`src/rtl/muldiv_pkg.sv`:
```
// Shared types for the iterative multiply/divide unit: FSM state encoding and operation codes.
// Latency: n/a (types and constants only).
// Backpressure: n/a.
package muldiv_pkg;

    typedef enum logic [1:0] {
        IDLE = 2'd0,
        CALC = 2'd1,
        DONE = 2'd2
    } state_e;

    localparam logic OP_MUL = 1'b0;
    localparam logic OP_DIV = 1'b1;

endpackage

```
`src/rtl/muldiv_signfix.sv`:
```
// Conditional two's-complement negate; used for operand magnitudes and for the final result sign fix.
// Latency: combinational.
// Backpressure: none.
module muldiv_signfix #(
    parameter int WIDTH = 32
) (
    input  logic [WIDTH-1:0] val_i,
    input  logic             neg_i,
    output logic [WIDTH-1:0] res_o
);

    // Negate when requested; MIN maps onto itself, which the divider relies on for MIN / -1.
    always_comb begin
        res_o = neg_i ? (~val_i + WIDTH'(1)) : val_i;
    end

endmodule

```
`src/rtl/iter_muldiv_unit.sv`:
```
// Iterative signed/unsigned multiply (shift-add) and restoring divide, one result bit per clock.
// Latency: WIDTH+1 cycles from accepted start to the one-cycle ready pulse; busy covers CALC and DONE.
// Backpressure: start is ignored while busy; annul aborts at once. Optional div_zero port: MULDIV_DIVZERO_FLAG_EN.
module iter_muldiv_unit
    import muldiv_pkg::*;
#(
    parameter int WIDTH = 32
) (
    input  logic             clk,
    input  logic             rst,
    input  logic             start,
    input  logic             op_div,
    input  logic             sign,
    input  logic [WIDTH-1:0] a,
    input  logic [WIDTH-1:0] b,
    input  logic             annul,
    output logic             busy,
    output logic             ready,
    output logic [WIDTH-1:0] hi,
    output logic [WIDTH-1:0] lo
`ifdef MULDIV_DIVZERO_FLAG_EN
    ,
    output logic             div_zero
`endif
);

    localparam int CNT_W = $clog2(WIDTH) + 1;

    state_e             state_q;
    logic [CNT_W-1:0]   cnt_q;
    logic               op_q;
    logic               neg_lo_q;   // product / quotient needs negating
    logic               neg_hi_q;   // remainder needs negating (dividend was negative)
    logic [WIDTH-1:0]   opb_q;      // multiplicand magnitude (MUL) or divisor magnitude (DIV)
    logic [2*WIDTH-1:0] acc_q;      // MUL: {partial product, multiplier}; DIV: low half is dividend -> quotient
    logic [WIDTH:0]     rem_q;      // DIV partial remainder
    logic               ready_q;
    logic [WIDTH-1:0]   hi_q;
    logic [WIDTH-1:0]   lo_q;
`ifdef MULDIV_DIVZERO_FLAG_EN
    logic               div_zero_q;
`endif

    logic [WIDTH-1:0]   a_mag;
    logic [WIDTH-1:0]   b_mag;
    logic [WIDTH+1:0]   add_a;
    logic [WIDTH+1:0]   add_b;
    logic [WIDTH+1:0]   add_s;
    logic               add_sub;
    logic               borrow;
    logic [2*WIDTH-1:0] acc_d;
    logic [WIDTH:0]     rem_d;
    logic [2*WIDTH-1:0] prod_fix;
    logic [WIDTH-1:0]   quo_fix;
    logic [WIDTH-1:0]   rem_fix;
    logic [WIDTH-1:0]   hi_d;
    logic [WIDTH-1:0]   lo_d;

    muldiv_signfix #(.WIDTH(WIDTH)) u_abs_a (
        .val_i (a),
        .neg_i (sign & a[WIDTH-1]),
        .res_o (a_mag)
    );

    muldiv_signfix #(.WIDTH(WIDTH)) u_abs_b (
        .val_i (b),
        .neg_i (sign & b[WIDTH-1]),
        .res_o (b_mag)
    );

    // One iteration through the shared adder/subtractor: add-or-skip for MUL, trial subtract for DIV.
    // The remainder's top bit is always 0 after a restore, so {rem_q, next dividend bit} is the shifted value.
    always_comb begin
        add_sub = 1'b0;
        add_a   = {2'b00, acc_q[2*WIDTH-1:WIDTH]};
        add_b   = '0;
        if (op_q == OP_MUL) begin
            if (acc_q[0]) begin
                add_b = {2'b00, opb_q};
            end
        end else begin
            add_sub = 1'b1;
            add_a   = {rem_q, acc_q[WIDTH-1]};
            add_b   = {2'b00, opb_q};
        end
        add_s  = add_a + (add_b ^ {(WIDTH+2){add_sub}}) + {{(WIDTH+1){1'b0}}, add_sub};
        borrow = add_s[WIDTH+1];
        if (op_q == OP_MUL) begin
            acc_d = {add_s[WIDTH:0], acc_q[WIDTH-1:1]};
            rem_d = rem_q;
        end else begin
            acc_d = {acc_q[2*WIDTH-1:WIDTH], acc_q[WIDTH-2:0], ~borrow};
            rem_d = borrow ? add_a[WIDTH:0] : add_s[WIDTH:0];
        end
    end

    muldiv_signfix #(.WIDTH(2*WIDTH)) u_fix_prod (
        .val_i (acc_d),
        .neg_i (neg_lo_q),
        .res_o (prod_fix)
    );

    muldiv_signfix #(.WIDTH(WIDTH)) u_fix_quo (
        .val_i (acc_d[WIDTH-1:0]),
        .neg_i (neg_lo_q),
        .res_o (quo_fix)
    );

    muldiv_signfix #(.WIDTH(WIDTH)) u_fix_rem (
        .val_i (rem_d[WIDTH-1:0]),
        .neg_i (neg_hi_q),
        .res_o (rem_fix)
    );

    // Select the sign-fixed result that is written on the CALC->DONE edge.
    always_comb begin
        hi_d = (op_q == OP_DIV) ? rem_fix : prod_fix[2*WIDTH-1:WIDTH];
        lo_d = (op_q == OP_DIV) ? quo_fix : prod_fix[WIDTH-1:0];
    end

    // Control FSM with datapath registers; annul overrides everything except reset.
    always_ff @(posedge clk) begin
        if (rst) begin
            state_q    <= IDLE;
            cnt_q      <= '0;
            op_q       <= OP_MUL;
            neg_lo_q   <= 1'b0;
            neg_hi_q   <= 1'b0;
            opb_q      <= '0;
            acc_q      <= '0;
            rem_q      <= '0;
            ready_q    <= 1'b0;
            hi_q       <= '0;
            lo_q       <= '0;
`ifdef MULDIV_DIVZERO_FLAG_EN
            div_zero_q <= 1'b0;
`endif
        end else if (annul) begin
            state_q <= IDLE;
            ready_q <= 1'b0;
        end else begin
            case (state_q)
                IDLE: begin
                    ready_q <= 1'b0;
                    if (start) begin
                        state_q  <= CALC;
                        cnt_q    <= '0;
                        op_q     <= op_div;
                        neg_lo_q <= sign & (a[WIDTH-1] ^ b[WIDTH-1]);
                        neg_hi_q <= sign & a[WIDTH-1];
                        rem_q    <= '0;
                        if (op_div == OP_DIV) begin
                            opb_q <= b_mag;
                            acc_q <= {{WIDTH{1'b0}}, a_mag};
                        end else begin
                            opb_q <= a_mag;
                            acc_q <= {{WIDTH{1'b0}}, b_mag};
                        end
                    end
                end
                CALC: begin
                    acc_q <= acc_d;
                    rem_q <= rem_d;
                    cnt_q <= cnt_q + CNT_W'(1);
                    if (cnt_q == CNT_W'(WIDTH - 1)) begin
                        state_q    <= DONE;
                        ready_q    <= 1'b1;
                        hi_q       <= hi_d;
                        lo_q       <= lo_d;
`ifdef MULDIV_DIVZERO_FLAG_EN
                        div_zero_q <= (op_q == OP_DIV) && (opb_q == '0);
`endif
                    end
                end
                DONE: begin
                    state_q <= IDLE;
                    ready_q <= 1'b0;
                end
                default: begin
                    state_q <= IDLE;
                    ready_q <= 1'b0;
                end
            endcase
        end
    end

    assign busy  = (state_q != IDLE);
    assign ready = ready_q;
    assign hi    = hi_q;
    assign lo    = lo_q;
`ifdef MULDIV_DIVZERO_FLAG_EN
    assign div_zero = div_zero_q;
`endif

endmodule

```
`config.mk`:
```
export PLATFORM = sky130hd
export DESIGN_NAME = iter_muldiv_unit
export DESIGN_NICKNAME = d
export VERILOG_FILES = /design/src/rtl/muldiv_pkg.sv /design/src/rtl/muldiv_signfix.sv /design/src/rtl/iter_muldiv_unit.sv
export SDC_FILE = /design/constraint.sdc
export NUM_CORES = 1
export LEC_CHECK = 0
export CAP_MARGIN = 15
export CORE_MARGIN = 10
export CORE_UTILIZATION = 27
export CTS_CLUSTER_DIAMETER = 80
export CTS_CLUSTER_SIZE = 20
export DETAILED_ROUTE_END_ITERATION = 10
export PLACE_DENSITY = 0.49
export SYNTH_ARGS = -nofsm -noshare
export SYNTH_HDL_FRONTEND = slang
export SYNTH_SLANG_ARGS = --single-unit
```
`constraint.sdc`:
```
create_clock -name clk -period 20.8 [get_ports clk]
set_input_delay 5.2 -clock clk [delete_from_list [all_inputs] [get_ports clk]]
set_output_delay 5.2 -clock clk [all_outputs]
set_load 0.05 [all_outputs]
```
; ---- Word level (Yosys, flattened, before mapping)
; Cells that the tools add are included.
[classes]
shifts = 0
order_cmp = 0
add_sub_neg = 8
n_eq_ne = 5
multipliers = 0
reduce_logical = 10
div = 0
mux = 25
bitwise = 13
[ops]
columns = operator, count
row1 = 32-bit 2-to-1 mux, 9
row2 = 64-bit 2-to-1 mux, 3
row3 = 32-bit by 1-bit adder with 32-bit output (second input constant), 4
row4 = 32-bit NOT, 4
row5 = 64-bit one-hot mux with 2 select lines, 1
row6 = 33-bit 2-to-1 mux, 3
row7 = 34-bit 2-to-1 mux, 2
row8 = 33-bit one-hot mux with 2 select lines, 1
row9 = 64-bit by 1-bit adder with 64-bit output (second input constant), 1
row10 = 64-bit NOT, 1
row11 = 34-bit by 1-bit adder with 34-bit output, 1
row12 = 34-bit adder, 1
row13 = 34-bit bitwise XOR, 1
row14 = 6-bit one-hot mux with 2 select lines, 1
row15 = 3-bit AND reduction, 3
row16 = 6-bit by 1-bit adder with 6-bit output (second input constant), 1
row17 = 6-bit by 5-bit equality test with 1-bit output (second input constant), 1
row18 = 6-bit 2-to-1 mux, 1
row19 = 2-bit inequality test (second input constant), 3
row20 = 2-bit 2-to-1 mux, 2
row21 = 2-bit one-hot mux with 2 select lines, 1
row22 = 4-bit AND reduction, 1
row23 = 2-bit nonzero test, 2
row24 = 1-bit AND, 3
row25 = other kinds (8), 10
[totals]
register_bits = 205
input_bits = 70
n_memories = 0
ram_bits = 0
rom_bits = 0
latch_bits = 0
elab_cells = 73
output_inout_bits = 66

; ---- Logic depth before layout (Yosys ltp)
[logic_depth]
depth_word = 11
ltp_mapped = 34
mapped_depth_nobuf = 23

; ---- Modules after synthesis
; Synthesis repeated with hierarchy kept, for this count alone.
[hier_totals]
cells_unflattened = 2115
hier_area_um2 = 17212.8
[by_module_without_submodules]
columns = mod, cells_per_inst, instances, area_per_inst_um2, seq_area_each_um2
row1 = iter_muldiv_unit, 1513, 1, 12455.7, 4103.9
row2 = muldiv_signfix (u_abs_a ...), 99, 4, 777.0, 0.0
row3 = muldiv_signfix (u_fix_prod), 206, 1, 1649.1, 0.0

; ---- Least setup slack after synthesis
; Ideal clock, no wire load.
[synth_timing]
kind = register to register
from = register op_q
to = register hi_q[28], in the netlist hi[28]
t_required_ps = 20682
t_arrival_ps = 7996
path_stages_with_launch = 32
synth_period_minus_slack_ps = 8114
path_buffers = 11
setup_ps = 118
path_slack_ps = 12686
path_cell_list = dfxtp_1 > buf_6 > buf_6 > clkbuf_1 > clkbuf_1 > buf_6 > clkbuf_1 > buf_1 > clkbuf_1 > buf_6 > clkbuf_1 > mux2_2 > ha_1 > clkbuf_1 > a21oi_1 > o21ai_0 > a21oi_2 > o22ai_2 > o21ai_2 > o21ai_0 > a21oi_1 > ha_1 > nand2_1 > nor4_2 > nand2_1 > or4_4 > or4_4 > or4b_1 > o21ai_2 > xnor2_1 > o21ai_2 > o21ai_1
[synth_via]
elab_chain_len = 10
elab_cells_between_ends = 17
classes_between = 4 x add/sub / 9 x mux / 4 x bitwise
[synth_rtl]
columns = item, line_no
row1 = from (decl), iter_muldiv_unit.sv:31  ; logic op_q;
row2 = from (signal assigned), iter_muldiv_unit.sv:148  ; op_q <= op_div;
row3 = 34-bit 2-to-1 mux / 1-bit 2-to-1 mux (equally long branches), iter_muldiv_unit.sv:77  ; if (op_q == OP_MUL) begin
row4 = 34-bit bitwise XOR, iter_muldiv_unit.sv:86  ; add_s = add_a + (add_b ^ {(WIDTH+2){add_sub}}) + {{(WIDTH+1){1'b0}}, add_sub};
row5 = 34-bit adder, iter_muldiv_unit.sv:86
row6 = 34-bit by 1-bit adder with 34-bit output, iter_muldiv_unit.sv:86
row7 = 1-bit NOT / 33-bit 2-to-1 mux (equally long branches), "iter_muldiv_unit.sv:92, iter_muldiv_unit.sv:93"
row8 = 64-bit 2-to-1 mux / 33-bit 2-to-1 mux (equally long branches), iter_muldiv_unit.sv:88  ; if (op_q == OP_MUL) begin
row9 = 64-bit NOT / 32-bit NOT (equally long branches), muldiv_signfix.sv:14  ; res_o = neg_i ? (~val_i + WIDTH'(1)) : val_i;
row10 = 64-bit by 1-bit adder with 64-bit output / 32-bit by 1-bit adder with 32-bit output (equally long branches), muldiv_signfix.sv:14
row11 = 64-bit 2-to-1 mux / 32-bit 2-to-1 mux (equally long branches), muldiv_signfix.sv:14
row12 = 32-bit 2-to-1 mux *, iter_muldiv_unit.sv:117  ; hi_d = (op_q == OP_DIV) ? rem_fix : prod_fix[2*WIDTH-1:WIDTH];
row13 = to (signal assigned), iter_muldiv_unit.sv:168  ; hi_q <= hi_d;
row14 = to (decl), iter_muldiv_unit.sv:38  ; logic [WIDTH-1:0] hi_q;
; Mark *: on every way between the ends. The rest lies on a longest branch, timed or not. The select of a mux whose other input is x is not followed.
; A chain may end at the register's enable or synchronous reset.

; ---- Worst setup path in the final report
[layout_timing]
from = input port b[5]
to = register acc_q[29]
[layout_via]
elab_chain_len = 6
[layout_rtl]
columns = item, line_no
row1 = from (decl), iter_muldiv_unit.sv:15  ; input logic [WIDTH-1:0] b,
row2 = 32-bit NOT, muldiv_signfix.sv:14
row3 = 32-bit by 1-bit adder with 32-bit output, muldiv_signfix.sv:14
row4 = 32-bit 2-to-1 mux, muldiv_signfix.sv:14
row5 = 32-bit 2-to-1 mux, iter_muldiv_unit.sv:152  ; if (op_div == OP_DIV) begin
row6 = 64-bit 2-to-1 mux, iter_muldiv_unit.sv:145  ; if (start) begin
row7 = 64-bit one-hot mux with 2 select lines, iter_muldiv_unit.sv:142  ; case (state_q)
row8 = to (signal assigned), iter_muldiv_unit.sv:154  ; acc_q <= {{WIDTH{1'b0}}, a_mag};
row9 = to (signal assigned), iter_muldiv_unit.sv:157  ; acc_q <= {{WIDTH{1'b0}}, b_mag};
row10 = to (decl), iter_muldiv_unit.sv:35  ; logic [2*WIDTH-1:0] acc_q;
; Every way passes these cells. The select of a mux whose other input is x is not followed.

==> summary.txt <==
Flow run
  • Max cap viols: 0

Synthesis
  • Post-synth EDFFs: 0
  • #FFs+latches synth: 205
  • Synth unique cells: 93
  • Synth area leader: dfxtp_1
  • Top FF cell, synth: dfxtp_1
  • Synth Cell Area: 0.0164 mm2
  • Post-Synthesis Cells: 2,259
  • Yosys warning count: 0
  • Post-synthesis sequential area ratio: 25.0%
  • Post-synth top cells: nand2_1 (342), nor2_1 (207), dfxtp_1 (205), o21ai_0 (199), a21oi_1 (179)
  • Synth top area share: 25.0%
  • Top-count cell post-synth: nand2_1
  • Top post-synthesis cells by area: dfxtp_1 (25%), nand2_1 (7.8%), o21ai_0 (6.1%), a21oi_1 (5.5%), nor2_1 (4.7%)
  • Post-synth ARST share: 0%
  • Net count after synthesis: 2,366
  • Syn Area/Cell: 7.26 um2

Die
  • Row Count: 90
  • Core area: 0.0602 mm2
  • Starting Density: 27.2%
  • Die Span X: 266 um
  • Die height: 266 um
  • Io pins: 136
  • Die area: 0.0710 mm2

Timing
  • Period utilization: 41.0%
  • Slew HR: 20.9%
  • Tightest Pin Transition: 1190 ps
  • Clock skew: 33.6 ps
  • Crit path time final: 8530 ps
  • Max Clock Freq: 117 MHz
  • Fin. Hold Viols: 0
  • Setup WS post-layout: 12,270 ps
  • Max Slew Vio Count: 0
  • Final Setup Violations: 0
  • Setup TNS: 0 ps
  • Unrepaired setup endpoints after global routing: false

Cells and area
  • Final-layout fill cell count: 6,457
  • Fin cells: 3,089
  • Final core utilization: 31.5%
  • # diodes: 0
  • Share of cells above drive strength 1: 6.68%
  • Syn-to-layout area delta: 15.7%
  • Fin nets: 2,403

Worst hold path
  • Hold crit path type: register to register

Drt
  • Drt total wl: 67,000 um
  • Post-route ant nets: 0
  • Initial DRC count: 1,198
  • DRC errors left: 0
  • WL per Instance: 21.7 um
  • Via count: 17.1k
  • Avg Vias per Cell: 5.55
  • Router iterations before antenna repair: 5

CTS
  • CTS clk-pin slew, worst paths: 80 ps
  • Cts hold-fix bufs: 0
  • TritonCTS buffer count: 18
  • H-tree levels: 1
  • Clock Tree Buf Depth: 3
  • Gates resized, CTS repair: 0
  • Clock tree root buffer cell: clkbuf_16
  • TritonCTS clock tree: done
  • Num Clock Sinks: 205
  • Clock latency on the worst-skew pair: 540 ps
  • Post-CTS Setup Bufs: 0

Power and ir drop
  • Leakage: 6.58 nW
  • Max VDD drop: 0.0522 mV
  • Pwr Density: 53.9 mW/mm2
  • Power Total: 0.00102 W

Placement
  • Cell total after placement: 3,058
  • IO buf count: 135
  • DP Worst Slack: 11,810 ps
  • GP Congestion: 0.896
  • Hpwl dp: 51,000 um

Worst setup path
  • Crit path DAT: 8950 ps
  • CP endpoint kind: register
  • Setup CP Type: input port to register
  • Startpoint Class: input port
  • WP data required: 21,210 ps
  • Critical path fanouts, max: 5

Global route
  • Maximum number of pins on one net before global-route repair: 81
  • GR Util All Layers: 18.1%
  • First-pass GRT wire length: 101,000 um
  • Grt total ovfl: 0
  • Vias in the first global route: 16.5k
  • Initial antenna violation count: 0

Status
  • Status: complete, no violations
[report_power, final]
part	switching (W)	internal [W]	leakage, nW
clock network	0.000187	0.000188	0.298
logic	0.000151	0.0000805	4.62
registers	0.0000137	0.000402	1.66
[worst paths after layout]
| path | startpoint | end | slack [ps] | cells past startpoint |
|---|---|---|---|---|
| worst max-delay path | b[5] | acc_q[29] | 12270 | 13 |
| worst min-delay path | ready | ready | 450 | 2 |
| worst max register to register | op_q | hi[28] | 12430 | 21 |
| worst min register to register | ready | ready | 450 | 2 |
[critical path, cell delays in order]
cell             delay, ps
clkdlybuf4s50_1        450
or4_1                  610
nor2b_1                230
nand2b_1               130
nor3_1                 360
nand3b_1               190
nor4_1                 820
a21oi_1                240
xnor2_1                240
nand2_1                 80
o211ai_1               130
o211ai_1               120
o211a_1                160
[registers in the layout, indices dropped and copies added, names as in the netlist, 2 cells and up]
name     cells
opb_q       32
rem_q       33
lo          32
cnt_q        6
state_q      2
hi          32
acc_q       64
[placed cells by master (no fill, tap or decap), drive strengths merged, types with 20 or more instances in the layout]
master / n
a21oi: 181
clkdlybuf4s50: 133
ha: 36
nor3: 86
nand2: 342
nor4: 22
inv: 39
buf: 36
a211oi: 37
dfxtp: 205
mux2: 31
or3: 25
nor2: 207
a22o: 38
clkbuf: 20
xor2: 81
o21ai: 207
nand3: 31
o211ai: 63
o31ai: 22
mux2i: 69
a31oi: 26
xnor2: 83
[metrics by stage]
step / hold WS, ps / cell area, um2
final: 451 / 19000
after detailed placement: 442 / 18400
after CTS: 454 / 19000
after global placement: 433 / 18400
after floorplan: 421 / 16400
after global routing: 478 / 19000
[metal layers]
| layer | up-vias | wire length, um | global-route usage (%) |
|---|---|---|---|
| met5 | - | 0 | 0 |
| met4 | 0 | 2270 | 6.04 |
| met3 | 110 | 2600 | 1.85 |
| met2 | 480 | 34200 | 33.2 |
| met1 | 8262 | 27900 | 21.6 |
| li1 | 8280 | - | - |
[final cells by class]
cell class | instances | area [um2] | share of cell area, %
inverters | 33 | 124 | 0.653
repair buffers | 169 | 1600 | 8.43
well taps | 782 | 978 | 5.16
clock inverters | 11 | 136 | 0.719
flip-flops and latches | 205 | 4110 | 21.7
clock buffers | 20 | 479 | 2.53
multi-input cells | 1869 | 11500 | 60.9
[cells by family after synthesis]
group / after synthesis / synth area share [%]
mux: 100 / 6.34
flops: 205 / 25.0
xor+xnor: 164 / 8.76
simple gates: 855 / 24.2
fa+ha+maj: 37 / 2.87
buf+inv: 185 / 4.80
compound gates: 713 / 28.0
No activity file was read; power rests on OpenSTA's default activity.
